**src/rtl/uart_receiver.sv**
```systemverilog
// uart_receiver -- 8N1 (or 8E1) UART receive path, LSB first.
//
// Samples the asynchronous rx line through a 2-flop synchronizer. It checks
// the start bit at half a bit time, then samples each data bit (and the
// parity bit, if compiled in) and the stop bit at mid-bit. Each good byte is
// presented with a one-cycle data_valid strobe.
//
// Optional feature macro: UART_RX_PARITY_EN
//   defined   -> 8E1 frame, PARITY state compiled in, parity_err live
//   undefined -> 8N1 frame, parity_err tied to 0
//
// Ports:
//   clk        in   system clock, rising edge
//   rst_n      in   asynchronous active-low reset
//   rx         in   serial line (asynchronous, idles high)
//   data       out  [7:0] last good received byte
//   data_valid out  one-cycle strobe, data is new in that cycle
//   frame_err  out  one-cycle strobe, stop bit sampled low
//   parity_err out  one-cycle strobe, even-parity mismatch (macro only)
//   busy       out  high whenever the receiver is not idle

module uart_receiver #(
  parameter int CLKS_PER_BIT = 10417
) (
  input  logic       clk,
  input  logic       rst_n,
  input  logic       rx,
  output logic [7:0] data,
  output logic       data_valid,
  output logic       frame_err,
  output logic       parity_err,
  output logic       busy
);

  localparam int CNT_W = $clog2(CLKS_PER_BIT);
  localparam logic [CNT_W-1:0] BIT_LAST  = CNT_W'(CLKS_PER_BIT - 1);
  localparam logic [CNT_W-1:0] HALF_LAST = CNT_W'(CLKS_PER_BIT / 2 - 1);

  typedef enum logic [2:0] {
    IDLE,
    START,
    DATA,
`ifdef UART_RX_PARITY_EN
    PARITY,
`endif
    STOP,
    WAIT_HIGH
  } state_t;

  state_t           state_reg;
  logic [1:0]       sync_reg;
  logic             rx_s;
  logic [CNT_W-1:0] cnt_reg;
  logic [2:0]       bit_idx_reg;
  logic [7:0]       shift_reg;

  // Synchronizer flops reset to 1 so that reset release never looks like
  // a start bit.
  always_ff @(posedge clk or negedge rst_n) begin
    if (!rst_n) begin
      sync_reg <= 2'b11;
    end else begin
      sync_reg <= {sync_reg[0], rx};
    end
  end

  assign rx_s = sync_reg[1];

`ifdef UART_RX_PARITY_EN
  logic par_bad_reg;
  logic parity_err_reg;
  assign parity_err = parity_err_reg;
`else
  assign parity_err = 1'b0;
`endif

  always_ff @(posedge clk or negedge rst_n) begin
    if (!rst_n) begin
      state_reg   <= IDLE;
      cnt_reg     <= '0;
      bit_idx_reg <= 3'd0;
      shift_reg   <= 8'h00;
      data        <= 8'h00;
      data_valid  <= 1'b0;
      frame_err   <= 1'b0;
      busy        <= 1'b0;
`ifdef UART_RX_PARITY_EN
      par_bad_reg    <= 1'b0;
      parity_err_reg <= 1'b0;
`endif
    end else begin
      // Strobes default low so each one lasts exactly one cycle.
      data_valid <= 1'b0;
      frame_err  <= 1'b0;
`ifdef UART_RX_PARITY_EN
      parity_err_reg <= 1'b0;
`endif
      case (state_reg)
        IDLE: begin
          cnt_reg <= '0;
          if (!rx_s) begin
            state_reg <= START;
            busy      <= 1'b1;
          end
        end

        // Re-check the start bit at its middle. A high line here means the
        // falling edge was a glitch.
        START: begin
          if (cnt_reg == HALF_LAST) begin
            cnt_reg     <= '0;
            bit_idx_reg <= 3'd0;
            if (rx_s) begin
              state_reg <= IDLE;
              busy      <= 1'b0;
            end else begin
              state_reg <= DATA;
            end
          end else begin
            cnt_reg <= cnt_reg + 1'b1;
          end
        end

        DATA: begin
          if (cnt_reg == BIT_LAST) begin
            cnt_reg     <= '0;
            shift_reg   <= {rx_s, shift_reg[7:1]};
            bit_idx_reg <= bit_idx_reg + 1'b1;
            if (bit_idx_reg == 3'd7) begin
`ifdef UART_RX_PARITY_EN
              state_reg <= PARITY;
`else
              state_reg <= STOP;
`endif
            end
          end else begin
            cnt_reg <= cnt_reg + 1'b1;
          end
        end

`ifdef UART_RX_PARITY_EN
        // Even parity: the parity bit XOR all data bits must be 0.
        PARITY: begin
          if (cnt_reg == BIT_LAST) begin
            cnt_reg     <= '0;
            par_bad_reg <= rx_s ^ (^shift_reg);
            state_reg   <= STOP;
          end else begin
            cnt_reg <= cnt_reg + 1'b1;
          end
        end
`endif

        STOP: begin
          if (cnt_reg == BIT_LAST) begin
            cnt_reg <= '0;
            if (rx_s) begin
`ifdef UART_RX_PARITY_EN
              if (par_bad_reg) begin
                parity_err_reg <= 1'b1;
              end else begin
                data       <= shift_reg;
                data_valid <= 1'b1;
              end
`else
              data       <= shift_reg;
              data_valid <= 1'b1;
`endif
              state_reg <= IDLE;
              busy      <= 1'b0;
            end else begin
              frame_err <= 1'b1;
              state_reg <= WAIT_HIGH;
            end
          end else begin
            cnt_reg <= cnt_reg + 1'b1;
          end
        end

        // A held-low line (break) must not restart reception.
        WAIT_HIGH: begin
          if (rx_s) begin
            state_reg <= IDLE;
            busy      <= 1'b0;
          end
        end

        default: begin
          state_reg <= IDLE;
          busy      <= 1'b0;
        end
      endcase
    end
  end

endmodule

```
**config.mk**
```make
export PLATFORM = sky130hd
export DESIGN_NAME = uart_receiver
export DESIGN_NICKNAME = d
export VERILOG_FILES = /design/src/rtl/uart_receiver.sv
export SDC_FILE = /design/constraint.sdc
export NUM_CORES = 1
export LEC_CHECK = 0
export BUFFER_PORTS_ARGS = -buffer_cell sky130_fd_sc_hd__buf_2
export CORE_MARGIN = 2
export CORE_UTILIZATION = 53
export DETAILED_ROUTE_END_ITERATION = 12
export PLACE_DENSITY = 0.85
export RECOVER_POWER = 100
export SKIP_CTS_REPAIR_TIMING = 1
export SLEW_MARGIN = 25
export SYNTH_ARGS = -nofsm -noshare
export SYNTH_HDL_FRONTEND = slang
export SYNTH_SLANG_ARGS = --single-unit
```
**constraint.sdc**
```tcl
create_clock -name clk -period 2 [get_ports clk]
set_clock_uncertainty 0.1 [all_clocks]
set_input_delay 0.2 -clock clk [delete_from_list [all_inputs] [get_ports clk]]
set_output_delay 0.2 -clock clk [all_outputs]
set_load 0.01 [all_outputs]
```
-- Word level (Yosys, flattened, before mapping)
Cells that the tools add are included.
- register bits after elaboration: 41
- bits of input ports: 3
- output and inout port bits: 12
- logic and storage cells: 60
- add/subtract/negate cells: 2
- equality and inequality tests: 13
- muxes and demuxes: 26
- bitwise gates (word level): 1
- reduce and logical (&&, ||, !) cells: 9
- operators by type and width (kind ; number):
    $pmux 14 s3 ; 1
    $mux 14 ; 2
    $mux 3 ; 9
    $pmux 3 s5 ; 1
    $add 14x1->14 const B ; 1
    $eq 14x13->1 const B ; 1
    $eq 14x14->1 const B ; 1
    $ne 2x2->1 const B ; 6
    $mux 1 ; 10
    $eq 3x2->1 const B ; 2
    $eq 3x3->1 const B ; 2
    $pmux 3 s2 ; 1
    $reduce_and 3->1 ; 2
    $reduce_and 6->1 ; 1
    $pmux 1 s5 ; 1
    $reduce_and 4->1 ; 1
    $add 3x1->3 const B ; 1
    $eq 3x1->1 const B ; 1
    $logic_not 3->1 ; 1
    $reduce_bool 3->1 ; 1
    $mux 2 ; 1
    $reduce_and 2->1 ; 1
    $reduce_bool 2->1 ; 1
    $reduce_or 2->1 ; 1
    $not 1->1 ; 1

-- Logic depth before layout (Yosys ltp)
Gate-level depths: netlist of run 1.
- depth after elaboration: 4
- mapped depth: 9
- depth with buffers taken out: 7

-- Least setup slack after synthesis of run 1
Ideal clock, no wire load.
- path type: reg-to-reg
- start: register cnt_reg[1]
- end: register bit_idx_reg[0]
- setup time: 125 ps
- arrival time: 1675 ps
- data required time: 1775 ps
- path slack: 100 ps
- stages on the path, launching flop included: 8
- clock period less this slack: 1900 ps
- cell sequence: dfrtp_1 -> ha_1 -> and2_1 -> clkbuf_1 -> nand4_1 -> nand3_1 -> a21boi_4 -> mux2_4
- longest elaborated chain between the ends: 3
- elaborated cells between the ends (all ways): 5
- those cells by class: 4 x eq/ne; 1 x reduce/logical
- ends and longest elaborated chain (item ; RTL line ; source):
    from (decl) ; 53 ; logic [CNT_W-1:0] cnt_reg;
    from (signal assigned) ; 120 ; cnt_reg <= cnt_reg + 1'b1;
    from (signal assigned) ; 137 ; cnt_reg <= cnt_reg + 1'b1;
    from (signal assigned) ; 176 ; cnt_reg <= cnt_reg + 1'b1;
    $eq 14x14->1 or $eq 14x13->1 (tied branches) ; 125, 110 ;
    $ne 2x2->1 (no line) ; -- ;
    $reduce_and 3->1 (no line) (*) ; -- ;
    to (signal assigned) ; 128 ; bit_idx_reg <= bit_idx_reg + 1'b1;
    to (decl) ; 54 ; logic [2:0] bit_idx_reg;
Mark *: on every way between the ends. The rest lies on a longest branch, timed or not.
A chain may end at the register's enable or synchronous reset.

-- Worst setup path after layout of run 1
- start: register cnt_reg[9]
- end: register cnt_reg[2]
- longest elaborated chain between the ends: 3
- elaborated cells between the ends (all ways): 5
- those cells by class: 2 x eq/ne; 3 x mux
- ends and longest elaborated chain (item ; RTL line ; source):
    $eq 14x14->1 or $eq 14x13->1 (tied branches) ; 125, 155, 110 ;
    $mux 14, on equally long branches ; 125, 155, 110 ;
    $pmux 14 s3 (*) ; 98 ; case (state_reg)
Marks and branches as above.

==> results of run 1 <==
-- power by group through the flow --
| stage | combinational [mW] | clock [mW] | sequential, mW |
|---|---|---|---|
| 3_3_place_gp | 0.0236 | 0 | 0.851 |
| 3_5_place_dp | 0.0240 | 0 | 0.851 |
| 5_1_grt | 0.0279 | 0.721 | 0.835 |
| 4_1_cts | 0.0240 | 0.683 | 0.835 |
| 6_report | 0.0238 | 0.671 | 0.835 |
| 2_1_floorplan | 0.00432 | 0 | 0.851 |
-- per-stage QoR --
step	utilization, %	area, µm²	hold WS, ps
3_3_place_gp	63.3	2340	137
2_1_floorplan	-	2050	-196
3_5_place_dp	63.3	2340	140
4_1_cts	66.5	2450	-188
5_1_grt	66.7	2460	265
6_report	66.7	2460	257
-- how the worst min path moves through the flow --
| stage | end | depth (start not counted) | start | slack [ps] |
|---|---|---|---|---|
| after detailed placement | bit_idx_reg[1] | 1 | rst_n | 140 |
| after CTS | data[6] | 1 | rst_n | -190 |
| final | sync_reg[1] | 0 | sync_reg[0] | 260 |
| after global routing | sync_reg[1] | 0 | sync_reg[0] | 260 |
| after floorplan | bit_idx_reg[0] | 0 | rst_n | -200 |
| after global placement | bit_idx_reg[1] | 1 | rst_n | 140 |
-- critical path, stage by stage (launching register included) --
cell	delay, ps
dfrtp_1	410
nor4b_4	340
and4_4	380
o22ai_4	140
buf_6	160
buf_4	130
nand3b_1	70
nand3_1	70
-- per-layer routing --
| metal | part of all wire (%) | vias to the layer above | track usage (%) |
|---|---|---|---|
| li1 | - | 741 | - |
| met1 | 43 | 773 | 22.7 |
| met2 | 51 | 32 | 35.6 |
| met3 | 3.8 | 12 | 4.60 |
| met4 | 2.5 | 0 | 10.2 |
| met5 | 0 | - | 0 |
-- logic make-up after synthesis --
| kind of cell | count (synthesis) | share of synthesized area (%) |
|---|---|---|
| AND/OR/NAND/NOR | 67 | 20.3 |
| AO/OA/AOI/OAI | 30 | 9.93 |
| multiplexers | 20 | 11.2 |
| other | 1 | 0.183 |
| XOR/XNOR | 3 | 1.28 |
| adder cells (fa/ha/maj) | 4 | 2.44 |
| flip-flops | 41 | 50.1 |
| buffers and inverters | 20 | 4.63 |
-- layout make-up --
type / instances / area (µm²)
multi-input combinational: 125 / 935
fill: 306 / 1230
inverter: 12 / 45.0
timing repair buffer: 43 / 277
tap: 48 / 60.1
sequential: 41 / 1030
clock inverter: 3 / 46.3
clock buffer: 5 / 68.8
-- cell usage after synthesis, types with 3 or more instances --
| cell type | instances | area, µm² |
|---|---|---|
| clkbuf_1 | 4 | 15.0 |
| nor2_1 | 10 | 37.5 |
| a21oi_1 | 11 | 55.1 |
| o21ai_0 | 6 | 30.0 |
| dfrtp_1 | 39 | 976 |
| mux2_2 | 15 | 169 |
| ha_1 | 4 | 50.1 |
| nand4_1 | 5 | 31.3 |
| nand2b_1 | 3 | 18.8 |
| a22o_1 | 3 | 26.3 |
| nor3b_1 | 3 | 22.5 |
| nand2_1 | 14 | 52.6 |
| mux2i_1 | 3 | 30.0 |
| inv_1 | 12 | 45.0 |
| nand3_1 | 11 | 55.1 |
==> results_dict.tcl, run 1 <==
set metrics [dict create \
    status "complete, no violations" \
    worst_slew_pin_slew_ps 662 \
    hpwlAfterDp_um 2990 \
    rr_worst_depth 7 \
    ctsHtreeMaxLevel 2 \
    ys_seq_elements 41 \
    totalWireLength_um 4040 \
    largest_reg_flops 14 \
    cts_buffers 5 \
    tns_ps 0 \
    ir_drop_v 0.000402 \
    synth_ff_type "dfrtp_1" \
    die_h_um 66.2 \
    place_ws_ps -53.2 \
    ys_types 47 \
    endpoint_kind "register" \
    dr.pass1.iters 4 \
    yosysWarnings 0 \
    drc 0 \
    hold_violations 0 \
    stdcell_count 277 \
    ant_nets 0 \
    crit_fanout 8 \
    placedCellCount 265 \
    syn-num-nets 193 \
    fp.coreArea_um2 3690 \
    synth_edf_count 0 \
    grt_pass1_wl_um 6580 \
    grtUsageTotal_pct 20.2 \
    relSlewSlack_pct 55.8 \
    start_util_pct 55.7 \
    via_count 1558 \
    seqPwrFrac_pct 54.6 \
    r2r_setup_slack_ps 80 \
    syn-cell-area_um2 2050 \
    numClockSinks 41 \
    post-route-min-period_ps 1920 \
    startpoint_type "register" \
    worst_r2r_endpoint "cnt_reg[2]" \
    design_power_total_mw 1.53 \
    gp_congestion 0.860 \
    drive_gt1_share_pct 29.3 \
    max-cap-violations 0 \
    synthCells 186 \
    netSwitchingPower_mw 0.319 \
    grt_max_degree 30 \
    diodes 0 \
    p_int_mw 1.21 \
    final_cell_mix "dfrtp_1 (39), buf_4 (19), mux2_2 (15), nand2_1 (14), clkbuf_1 (14)" \
    crit_path_start "cnt_reg[9]" \
    leakage_nw 1.17 \
    r2r_start "cnt_reg[9]" \
    insertion_delay_ps 300 \
    min_path_type "register to register" \
    cts_tree "done" \
    cp.arrival_ps 2000 \
    drv_slew 0 \
    p_comb_share_pct 1.6 \
    clockBufferDepth 2 \
    seq_area_frac_synth_pct 50.1 \
    worst-setup-path-type "register to register" \
    syn_avg_cell_area_um2 11.0 \
    gr-total-overflow 0 \
    power_density_nw_per_um2 622 \
    area_delta_synth_final_pct 19.8 \
    avgViaCountPerCell 5.62 \
    fin_nets 235 \
    rsz0062_at_grt "no" \
    dieWidth_um 66.2 \
    num_rows 22 \
    drt_iter0_markers 45 \
    dieArea_um2 4390 \
    final_common_cell "dfrtp_1" \
    wl_per_cell_um 14.6 \
    swShare_pct 20.8 \
    clkTransAtPathRegs_ps 80 \
    fmax_ghz 0.522 \
    layout_setup_ws_ps 84.1 \
    required_ps 2090 \
    grt_pass1_vias 1456 \
    setup_violations 0 \
    cts_root_buffer "clkbuf_8" \
    io_pins 15 \
    power.share.clock_pct 43.9 \
    synthArstFlopShare_pct 100 \
    port-buffer-count 13 \
    period_share_pct 95.8 \
    antenna_found_initial 0 \
    setup.worst_path.end "cnt_reg[2]" \
]
No activity file was read; power rests on OpenSTA's default activity.
==> run 2, diff against run 1 <==
--- a/config.mk
+++ b/config.mk
@@ -7,10 +7,10 @@
 export LEC_CHECK = 0
 export BUFFER_PORTS_ARGS = -buffer_cell sky130_fd_sc_hd__buf_2
 export CORE_MARGIN = 2
-export CORE_UTILIZATION = 53
+export CORE_UTILIZATION = 55
 export DETAILED_ROUTE_END_ITERATION = 12
 export PLACE_DENSITY = 0.85
-export RECOVER_POWER = 100
+export RECOVER_POWER = 50
 export SKIP_CTS_REPAIR_TIMING = 1
 export SLEW_MARGIN = 25
 export SYNTH_ARGS = -nofsm -noshare
==> constraint.sdc (replaced) <==
create_clock -name clk -period 2.08 [get_ports clk]
set_clock_uncertainty 0.1 [all_clocks]
set_input_delay 0.208 -clock clk [delete_from_list [all_inputs] [get_ports clk]]
set_output_delay 0.208 -clock clk [all_outputs]
set_load 0.01 [all_outputs]
==> results_dict.tcl, run 2 (synthesis gave the netlist of run 1 again) <==
set metrics [dict create \
    power_density_nw_per_um2 670 \
    largest_reg_flops 14 \
    final_cell_mix "dfrtp_1 (39), mux2_2 (15), nand2_1 (14), inv_1 (12)" \
    ant_nets 0 \
    leakage_nw 1.14 \
    setup.worst_path.end "cnt_reg[11]" \
    required_ps 2160 \
    grtUsageTotal_pct 21.0 \
    rsz0062_at_grt "no" \
    wl_per_cell_um 14.6 \
    hpwlAfterDp_um 2690 \
    grt_max_degree 42 \
    fin_nets 217 \
    diodes 0 \
    rr_worst_depth 9 \
    period_share_pct 94.4 \
    endpoint_kind "register" \
    layout_setup_ws_ps 117 \
    startpoint_type "register" \
    ctsHtreeMaxLevel 2 \
    worst_r2r_endpoint "cnt_reg[11]" \
    worst-setup-path-type "register to register" \
    r2r_setup_slack_ps 120 \
    avgViaCountPerCell 5.52 \
    stdcell_count 259 \
    cp.arrival_ps 2040 \
    area_delta_synth_final_pct 16.0 \
    fmax_ghz 0.509 \
    fp.coreArea_um2 3630 \
    antenna_found_initial 0 \
    numClockSinks 41 \
    cts_tree "done" \
    drc 0 \
    gr-total-overflow 0 \
    dieWidth_um 65.1 \
    place_area_um2 2210 \
    start_util_pct 56.5 \
    seq_area_um2 1030 \
    finalInstanceArea_um2 2380 \
    cts_buffers 5 \
    place_ws_ps 110 \
    final_common_cell "dfrtp_1" \
    nFillCells 298 \
    worst_slew_pin_slew_ps 984 \
    drive_gt1_share_pct 27.0 \
    max-cap-violations 0 \
    hold_ws_ps -43.8 \
    dieArea_um2 4240 \
    dr.pass1.iters 4 \
    insertion_delay_ps 300 \
    die_h_um 65.1 \
    post-route-min-period_ps 1960 \
    ir_drop_v 0.000382 \
    totalWireLength_um 3780 \
    violations "negative hold slack" \
    tns_ps 0 \
    min_path_type "input port to async pin" \
    status "finished, violations left" \
    hold_violations 39 \
    grt_pass1_vias 1410 \
    num_rows 22 \
    setup_violations 0 \
    clkTransAtPathRegs_ps 80 \
    cts_root_buffer "clkbuf_8" \
    io_pins 15 \
    gp_congestion 0.884 \
    crit_fanout 19 \
    final_core_util_pct 65.6 \
    placedCellCount 247 \
    port-buffer-count 13 \
    clockBufferDepth 2 \
    crit_path_start "cnt_reg[0]" \
    relSlewSlack_pct 34.4 \
    grt_pass1_wl_um 6670 \
    drv_slew 0 \
    r2r_start "cnt_reg[0]" \
    drt_iter0_markers 94 \
    via_count 1429 \
    multi_input_area_um2 932 \
]
run 2: changes by cell type in the layout (fill, tap and decap cells not counted), sizes merged:
cell and change:
clkbuf -14, buf -3, bufinv +1, clkinv -1
clkinvlp -1, dlygate4sd3 -1, inv +1
run 2: layout make-up:
class / instances / area share (%)
well taps: 48 / 2.52
flip-flops and latches: 41 / 43.2
repair buffers: 25 / 7.51
clock inverters: 3 / 2.89
inverters: 12 / 1.89
multi-input cells: 125 / 39.1
clock buffers: 5 / 2.89
run 2: per-stage QoR:
step | power [mW] | hold WS (ps)
2_1_floorplan | 0.822 | -188
3_3_place_gp | 0.838 | 213
3_5_place_dp | 0.839 | 215
4_1_cts | 1.61 | -101
5_1_grt | 1.66 | 48.9
6_report | 1.60 | -43.8
run 2: routing by layer:
| metal | GRT usage [%] | wire [µm] | share of wire (%) |
|---|---|---|---|
| met1 | 27.9 | 1700 | 45 |
| met2 | 33.6 | 1890 | 50 |
| met3 | 5.14 | 113 | 3.0 |
| met4 | 7.81 | 62 | 1.6 |
| met5 | 0 | 0 | 0 |
run 2: worst min path at each step:
stage	from	to	slack [ps]	cells after the start
finish	rst_n	bit_idx_reg[1]	-40	1
global route	rst_n	shift_reg[0]	50	1
CTS	rx	sync_reg[0]	-100	1
detailed placement	rx	sync_reg[0]	220	1
global placement	rx	sync_reg[0]	210	1
floorplan	rst_n	bit_idx_reg[0]	-190	0
run 2: worst max-delay path, cell delays in order, from the launching register on:
cell and delay [ps]:
dfrtp_1 410, inv_1 100, ha_1 140, and4b_1 180, and4_4 230, buf_12 130, o22ai_4 80, buf_12 160
a21o_1 150, a22o_1 170
run 2: where the power goes:
part / internal, mW / total (mW) / switching (mW)
registers: 0.800 / 0.803 / 0.00263
clock network: 0.483 / 0.772 / 0.289
logic: 0.00341 / 0.0207 / 0.0173
total: 1.29 / 1.60 / 0.309
